**src/rtl/qpsk_symbol_packer.sv**
```systemverilog
// -----------------------------------------------------------------------------
// qpsk_symbol_packer
//
// Takes the phase-corrected I/Q sample streams from the Costas loop, runs an
// integrate-and-dump matched filter over SPS samples per symbol, hard-slices
// each symbol to a Gray-coded QPSK dibit, packs four dibits per byte (first
// symbol in bits [7:6]) and emits the bytes on one AXI-stream output through
// a 2-entry FIFO. Every BYTES_PER_PKT-th byte carries tlast.
//
// Ports
//   ce_clk, ce_rst          block clock, asynchronous active-high reset
//   s_axis_i_* / s_axis_q_* signed 16-bit I and Q sample streams; a pair is
//                           consumed only when both valids and tready are high
//   m_axis_*                packed symbol bytes with packet framing (tlast)
//   sym_lock_cnt            number of symbols decided since reset (wraps)
// -----------------------------------------------------------------------------
module qpsk_symbol_packer #(
    parameter int SPS           = 8,
    parameter int BYTES_PER_PKT = 64,
    parameter int ACC_W         = 16 + $clog2(SPS)
) (
    input  logic                ce_clk,
    input  logic                ce_rst,
    input  logic signed [15:0]  s_axis_i_tdata,
    input  logic                s_axis_i_tvalid,
    output logic                s_axis_i_tready,
    input  logic signed [15:0]  s_axis_q_tdata,
    input  logic                s_axis_q_tvalid,
    output logic                s_axis_q_tready,
    output logic [7:0]          m_axis_tdata,
    output logic                m_axis_tvalid,
    input  logic                m_axis_tready,
    output logic                m_axis_tlast,
    output logic [15:0]         sym_lock_cnt
);

    localparam int CNT_W = $clog2(SPS);
    localparam int BC_W  = (BYTES_PER_PKT > 1) ? $clog2(BYTES_PER_PKT) : 1;

    localparam logic [CNT_W-1:0] LAST_SMP  = CNT_W'(SPS - 1);
    localparam logic [BC_W-1:0]  LAST_BYTE = BC_W'(BYTES_PER_PKT - 1);

    // Sign-extend a 16-bit sample to the accumulator width.
    function automatic logic signed [ACC_W-1:0] sext(input logic signed [15:0] x);
        return {{(ACC_W - 16){x[15]}}, x};
    endfunction

    // Hard decision: negative sums map to 1, zero counts as positive.
    function automatic logic slice_neg(input logic signed [ACC_W-1:0] s);
        return (s < 0);
    endfunction

    // ------------------------------------------------------------------
    // State
    // ------------------------------------------------------------------
    logic                    run_q;
    logic [CNT_W-1:0]        smp_cnt_q, smp_cnt_d;
    logic signed [ACC_W-1:0] acc_i_q, acc_i_d;
    logic signed [ACC_W-1:0] acc_q_q, acc_q_d;
    logic [1:0]              dib_cnt_q, dib_cnt_d;
    logic [5:0]              shreg_q, shreg_d;
    logic [BC_W-1:0]         byte_cnt_q, byte_cnt_d;
    logic [15:0]             sym_cnt_q, sym_cnt_d;
    logic [8:0]              mem_q [2];
    logic [8:0]              mem_d [2];
    logic                    wr_ptr_q, wr_ptr_d;
    logic                    rd_ptr_q, rd_ptr_d;
    logic [1:0]              fill_q, fill_d;

    // ------------------------------------------------------------------
    // Handshakes and datapath
    // ------------------------------------------------------------------
    logic                    tready;
    logic                    accept;
    logic                    pop;
    logic                    is_dump;
    logic signed [ACC_W-1:0] sum_i;
    logic signed [ACC_W-1:0] sum_q;
    logic [1:0]              dibit;

    // run_q holds tready low during reset and for the first edge after it.
    assign tready   = run_q && (fill_q != 2'd2);
    assign accept   = s_axis_i_tvalid && s_axis_q_tvalid && tready;
    assign pop      = (fill_q != 2'd0) && m_axis_tready;
    assign is_dump  = (smp_cnt_q == LAST_SMP);
    assign sum_i    = acc_i_q + sext(s_axis_i_tdata);
    assign sum_q    = acc_q_q + sext(s_axis_q_tdata);
    assign dibit    = {slice_neg(sum_i), slice_neg(sum_q)};

    assign s_axis_i_tready = tready;
    assign s_axis_q_tready = tready;
    assign m_axis_tvalid   = (fill_q != 2'd0);
    assign m_axis_tdata    = mem_q[rd_ptr_q][7:0];
    assign m_axis_tlast    = mem_q[rd_ptr_q][8];
    assign sym_lock_cnt    = sym_cnt_q;

    always_comb begin
        smp_cnt_d  = smp_cnt_q;
        acc_i_d    = acc_i_q;
        acc_q_d    = acc_q_q;
        dib_cnt_d  = dib_cnt_q;
        shreg_d    = shreg_q;
        byte_cnt_d = byte_cnt_q;
        sym_cnt_d  = sym_cnt_q;
        mem_d      = mem_q;
        wr_ptr_d   = wr_ptr_q;
        rd_ptr_d   = rd_ptr_q;
        fill_d     = fill_q;

        if (accept) begin
            if (is_dump) begin
                smp_cnt_d = '0;
                acc_i_d   = '0;
                acc_q_d   = '0;
                sym_cnt_d = sym_cnt_q + 16'd1;
                dib_cnt_d = dib_cnt_q + 2'd1;
                shreg_d   = {shreg_q[3:0], dibit};
                // Fourth dibit completes the byte; the earlier three sit in
                // shreg_q with the oldest in the top bits.
                if (dib_cnt_q == 2'd3) begin
                    mem_d[wr_ptr_q] = {(byte_cnt_q == LAST_BYTE), shreg_q, dibit};
                    wr_ptr_d        = ~wr_ptr_q;
                    byte_cnt_d      = (byte_cnt_q == LAST_BYTE) ? '0 : byte_cnt_q + BC_W'(1);
                end
            end else begin
                smp_cnt_d = smp_cnt_q + CNT_W'(1);
                acc_i_d   = sum_i;
                acc_q_d   = sum_q;
            end
        end

        if (pop) begin
            rd_ptr_d = ~rd_ptr_q;
        end

        // A push only happens while not full, a pop only while not empty.
        case ({accept && is_dump && (dib_cnt_q == 2'd3), pop})
            2'b10:   fill_d = fill_q + 2'd1;
            2'b01:   fill_d = fill_q - 2'd1;
            default: fill_d = fill_q;
        endcase
    end

    always_ff @(posedge ce_clk or posedge ce_rst) begin
        if (ce_rst) begin
            run_q      <= 1'b0;
            smp_cnt_q  <= '0;
            acc_i_q    <= '0;
            acc_q_q    <= '0;
            dib_cnt_q  <= '0;
            shreg_q    <= '0;
            byte_cnt_q <= '0;
            sym_cnt_q  <= '0;
            mem_q[0]   <= '0;
            mem_q[1]   <= '0;
            wr_ptr_q   <= 1'b0;
            rd_ptr_q   <= 1'b0;
            fill_q     <= '0;
        end else begin
            run_q      <= 1'b1;
            smp_cnt_q  <= smp_cnt_d;
            acc_i_q    <= acc_i_d;
            acc_q_q    <= acc_q_d;
            dib_cnt_q  <= dib_cnt_d;
            shreg_q    <= shreg_d;
            byte_cnt_q <= byte_cnt_d;
            sym_cnt_q  <= sym_cnt_d;
            mem_q[0]   <= mem_d[0];
            mem_q[1]   <= mem_d[1];
            wr_ptr_q   <= wr_ptr_d;
            rd_ptr_q   <= rd_ptr_d;
            fill_q     <= fill_d;
        end
    end

endmodule

```
**config.mk**
```make
export PLATFORM = sky130hd
export DESIGN_NAME = qpsk_symbol_packer
export DESIGN_NICKNAME = d
export VERILOG_FILES = /design/src/rtl/qpsk_symbol_packer.sv
export SDC_FILE = /design/constraint.sdc
export NUM_CORES = 1
export LEC_CHECK = 0
export CAP_MARGIN = 20
export CORE_MARGIN = 3
export CORE_UTILIZATION = 45
export DETAILED_ROUTE_END_ITERATION = 12
export GPL_ROUTABILITY_DRIVEN = 0
export HOLD_SLACK_MARGIN = 0.06
export PLACE_DENSITY = 0.66
export SLEW_MARGIN = 20
export SYNTH_ARGS = -nofsm -noshare
export SYNTH_HDL_FRONTEND = slang
export SYNTH_SLANG_ARGS = --single-unit
export TNS_END_PERCENT = 10
```
**constraint.sdc**
```tcl
create_clock -name ce_clk -period 4.7 [get_ports ce_clk]
set_clock_uncertainty 0.2 [all_clocks]
set_input_delay 0.94 -clock ce_clk [delete_from_list [all_inputs] [get_ports ce_clk]]
set_output_delay 0.94 -clock ce_clk [all_outputs]
set_load 0.05 [all_outputs]
```
==> results_dict.tcl <==
set metrics [dict create \
    status "complete, no violations" \
    synth.most_common_cell "dfrtp_1" \
    fill_cells 1072 \
    maxSlewViolCount 0 \
    cts_resized 0 \
    fmax_mhz 278.5 \
    post-dp-hpwl_um 8915 \
    multiInputGateArea_mm2 0.003183 \
    grt_pass1_vias 4432 \
    cp_max_fo 5 \
    numCtsBuffers 9 \
    drive_gt1_share_pct 9.663 \
    fp.dieArea_mm2 0.01397 \
    pin_count 65 \
    hold_class "reg -> reg" \
    grt_pass1_wl_um 21420 \
    min_from "sym_lock_cnt[15]" \
    vias_per_cell 5.383 \
    wl_met3_um 343 \
    diodes 0 \
    hold_path_end "sym_lock_cnt[15]" \
    clk_latency_ns 0.35 \
    holdPathStages 1 \
    post-route-period-util_pct 76.39 \
    ys_seq_elements 94 \
    grt_max_degree 54 \
    yosys-top-cells-area "dfrtp_1 42%, ha_1 9.3%, mux2_2 6.0%" \
    portBuffers 64 \
    wirelength_um 12200 \
    hold_viol_final 0 \
    postCtsSetupBuffers 0 \
    ys_seq_area_share_pct 41.53 \
    h-tree-depth 3 \
    reg2reg_setup_slack_ns 1.82 \
    drc 0 \
    cp_data_required_time_ns 4.74 \
    cts_sinks 94 \
    drv_cap 0 \
    p_per_area_mw_per_mm2 502.2 \
    antenna_found_initial 0 \
    r2r_start "acc_q_q[0]" \
    rr_worst_depth 10 \
    grt_overflow_total 0 \
    area_growth_pct 19.75 \
    layout_min_cycle_time_ns 3.590 \
    setup_violations 0 \
    p_leak_nw 3.177 \
    cts_max_path_buffers 2 \
    layout.nets 728 \
    yosysWarnings 0 \
    place_inst 804 \
    seq_area_mm2 0.002352 \
    start_kind "input pin" \
    worst-endpoint-arrival_ns 3.63 \
    r2r_end "acc_q_q[12]" \
    start_util_pct 46.57 \
    ys_top_cells_by_count "94 x dfrtp_1, 88 x nand2_1, 52 x o21ai_0, 42 x ha_1" \
    relSlewSlack_pct 39.01 \
    rows 40 \
    synth_area_leader_cell "dfrtp_1" \
    cp_slowest_cell "clkdlybuf4s50_1" \
    die_w_um 118.2 \
    netlist_area_mm2 0.005664 \
    dr.pass1.iters 4 \
    tightest_slew_ns 0.9138 \
    syn_inst 585 \
    cts_hold_buf 0 \
    rsz0062_at_grt "false" \
    synth_edf_count 0 \
    crit_type "in -> reg" \
    peakVddDrop_mv 0.2100 \
    clkTransAtPathRegs_ns 0.07 \
    synth.top_cell.area_share_pct 41.53 \
    final_antenna_net_count 0 \
    grt.total_usage_pct 18.51 \
    wl_per_cell_um 14.88 \
    path_cells "clkdlybuf4s50_1, ha_1, inv_1, fa_1, nor2b_4, o31a_1, o31ai_4, o21a_1, o311ai_2, xor2_1, mux2_2" \
    synth.net_count 666 \
    routed-via-count 4414 \
    ys_async_sr_fraction_pct 100.0 \
    synth.distinct_cells 62 \
    worstSetupEndpointType "flop" \
    core_mm2 0.01216 \
    tns_ns 0 \
    die_y_um 118.2 \
    wl_met1_um 5966 \
    drt_iter0_drc 236 \
    wl_met2_um 5666 \
    final_cell_count_no_fill 820 \
    clock-root-buffer "clkbuf_16" \
    cpPeakStageDelay_ns 0.51 \
    cts_tree "done" \
    top_layer "met4" \
    hold_ws_ns 0.2705 \
    avgSynthCellArea_um2 9.682 \
    synth-main-ff-cell "dfrtp_1" \
]
state kept, by name (all words and copies together) (netlist names):
signal / flops
acc_i_q: 19
acc_q_q: 19
rd_ptr_q: 1
sym_lock_cnt: 16
run_q: 1
byte_cnt_q: 6
wr_ptr_q: 1
fill_q: 2
shreg_q: 6
mem_q: 18
smp_cnt_q: 3
dib_cnt_q: 2
kinds of logic after synthesis:
family,Yosys count,share of synthesized area (%)
buffers and inverters,37,2.584
DFF,94,41.53
xor gates and xnor gates,45,6.958
and+or+nand+nor,178,14.69
other,1,0.06621
muxes,33,6.494
adders and majority gates,44,9.984
AOI/OAI and AO/OA,153,17.69
layout make-up:
type | instances | area share, %
Inverter | 20 | 1.125
Timing Repair Buffer | 68 | 9.887
Clock inverter | 7 | 0.9592
Clock buffer | 9 | 3.320
Sequential cell | 94 | 34.68
Multi-Input combinational cell | 454 | 46.93
Tap cell | 168 | 3.099
cells in the final DEF, fill, tap and decap left out, types with 5 or more instances in the layout:
cell              n
nand3_1          16
xnor2_1          26
a21oi_1          30
dfrtp_1          94
a211oi_1          5
or3_1             5
clkdlybuf4s50_1  64
nand2_1          88
mux2_2           30
o31ai_1           5
a21o_1           16
and3_1            7
a31oi_1           5
xor2_1           19
o21ai_0          52
nand2b_1          5
nor2_1           23
nand4_1           5
nor3_1            7
nor2b_1           6
ha_1             42
inv_1            18
clkbuf_16         9
power by group:
part,internal [mW],switching [mW]
Clock,0.369,0.346
Combinational,0.686,0.872
Sequential,0.994,0.138
Total,2.05,1.36
layer usage:
layer / vias to the layer above / track usage [%]
li1: 2223 / -
met1: 2108 / 25.83
met2: 67 / 29.51
met3: 16 / 2.488
met4: 0 / 6.740
met5: - / 0
stage by stage:
step / power (mW) / cell area [um2] / util (%) / setup slack, ns
4_1_cts: 3.422 / 6783 / 55.77 / 1.109
3_5_place_dp: 2.698 / 6492 / 53.38 / 0.7440
2_1_floorplan: 2.354 / 5664 / - / 1.111
3_3_place_gp: 2.654 / 6492 / 53.38 / 0.8327
6_report: 3.406 / 6783 / 55.77 / 1.110
5_1_grt: 3.716 / 6783 / 55.77 / 0.9611
worst max-delay path: cells and delay by family:
kind	cells	cell delay, ns
simple gates	1	0.14
buf+inv	2	0.58
compound gates	4	0.87
fa+ha+maj	2	0.65
mux	1	0.29
xor+xnor	1	0.16
worst max-delay path by stage:
stage                 startpoint         end  slack [ns]  depth (start not counted)
2_1_floorplan             ce_rst  acc_i_q[0]        1.11                          1
3_3_place_gp   s_axis_q_tdata[0]  shreg_q[0]        0.83                         11
3_5_place_dp   s_axis_q_tdata[0]    mem_q[9]        0.74                         11
4_1_cts        s_axis_q_tdata[0]    mem_q[9]        1.11                         11
5_1_grt        s_axis_q_tdata[0]    mem_q[9]        0.96                         11
6_report       s_axis_q_tdata[0]    mem_q[9]        1.11                         11
Power figures use the tool's default switching activity.
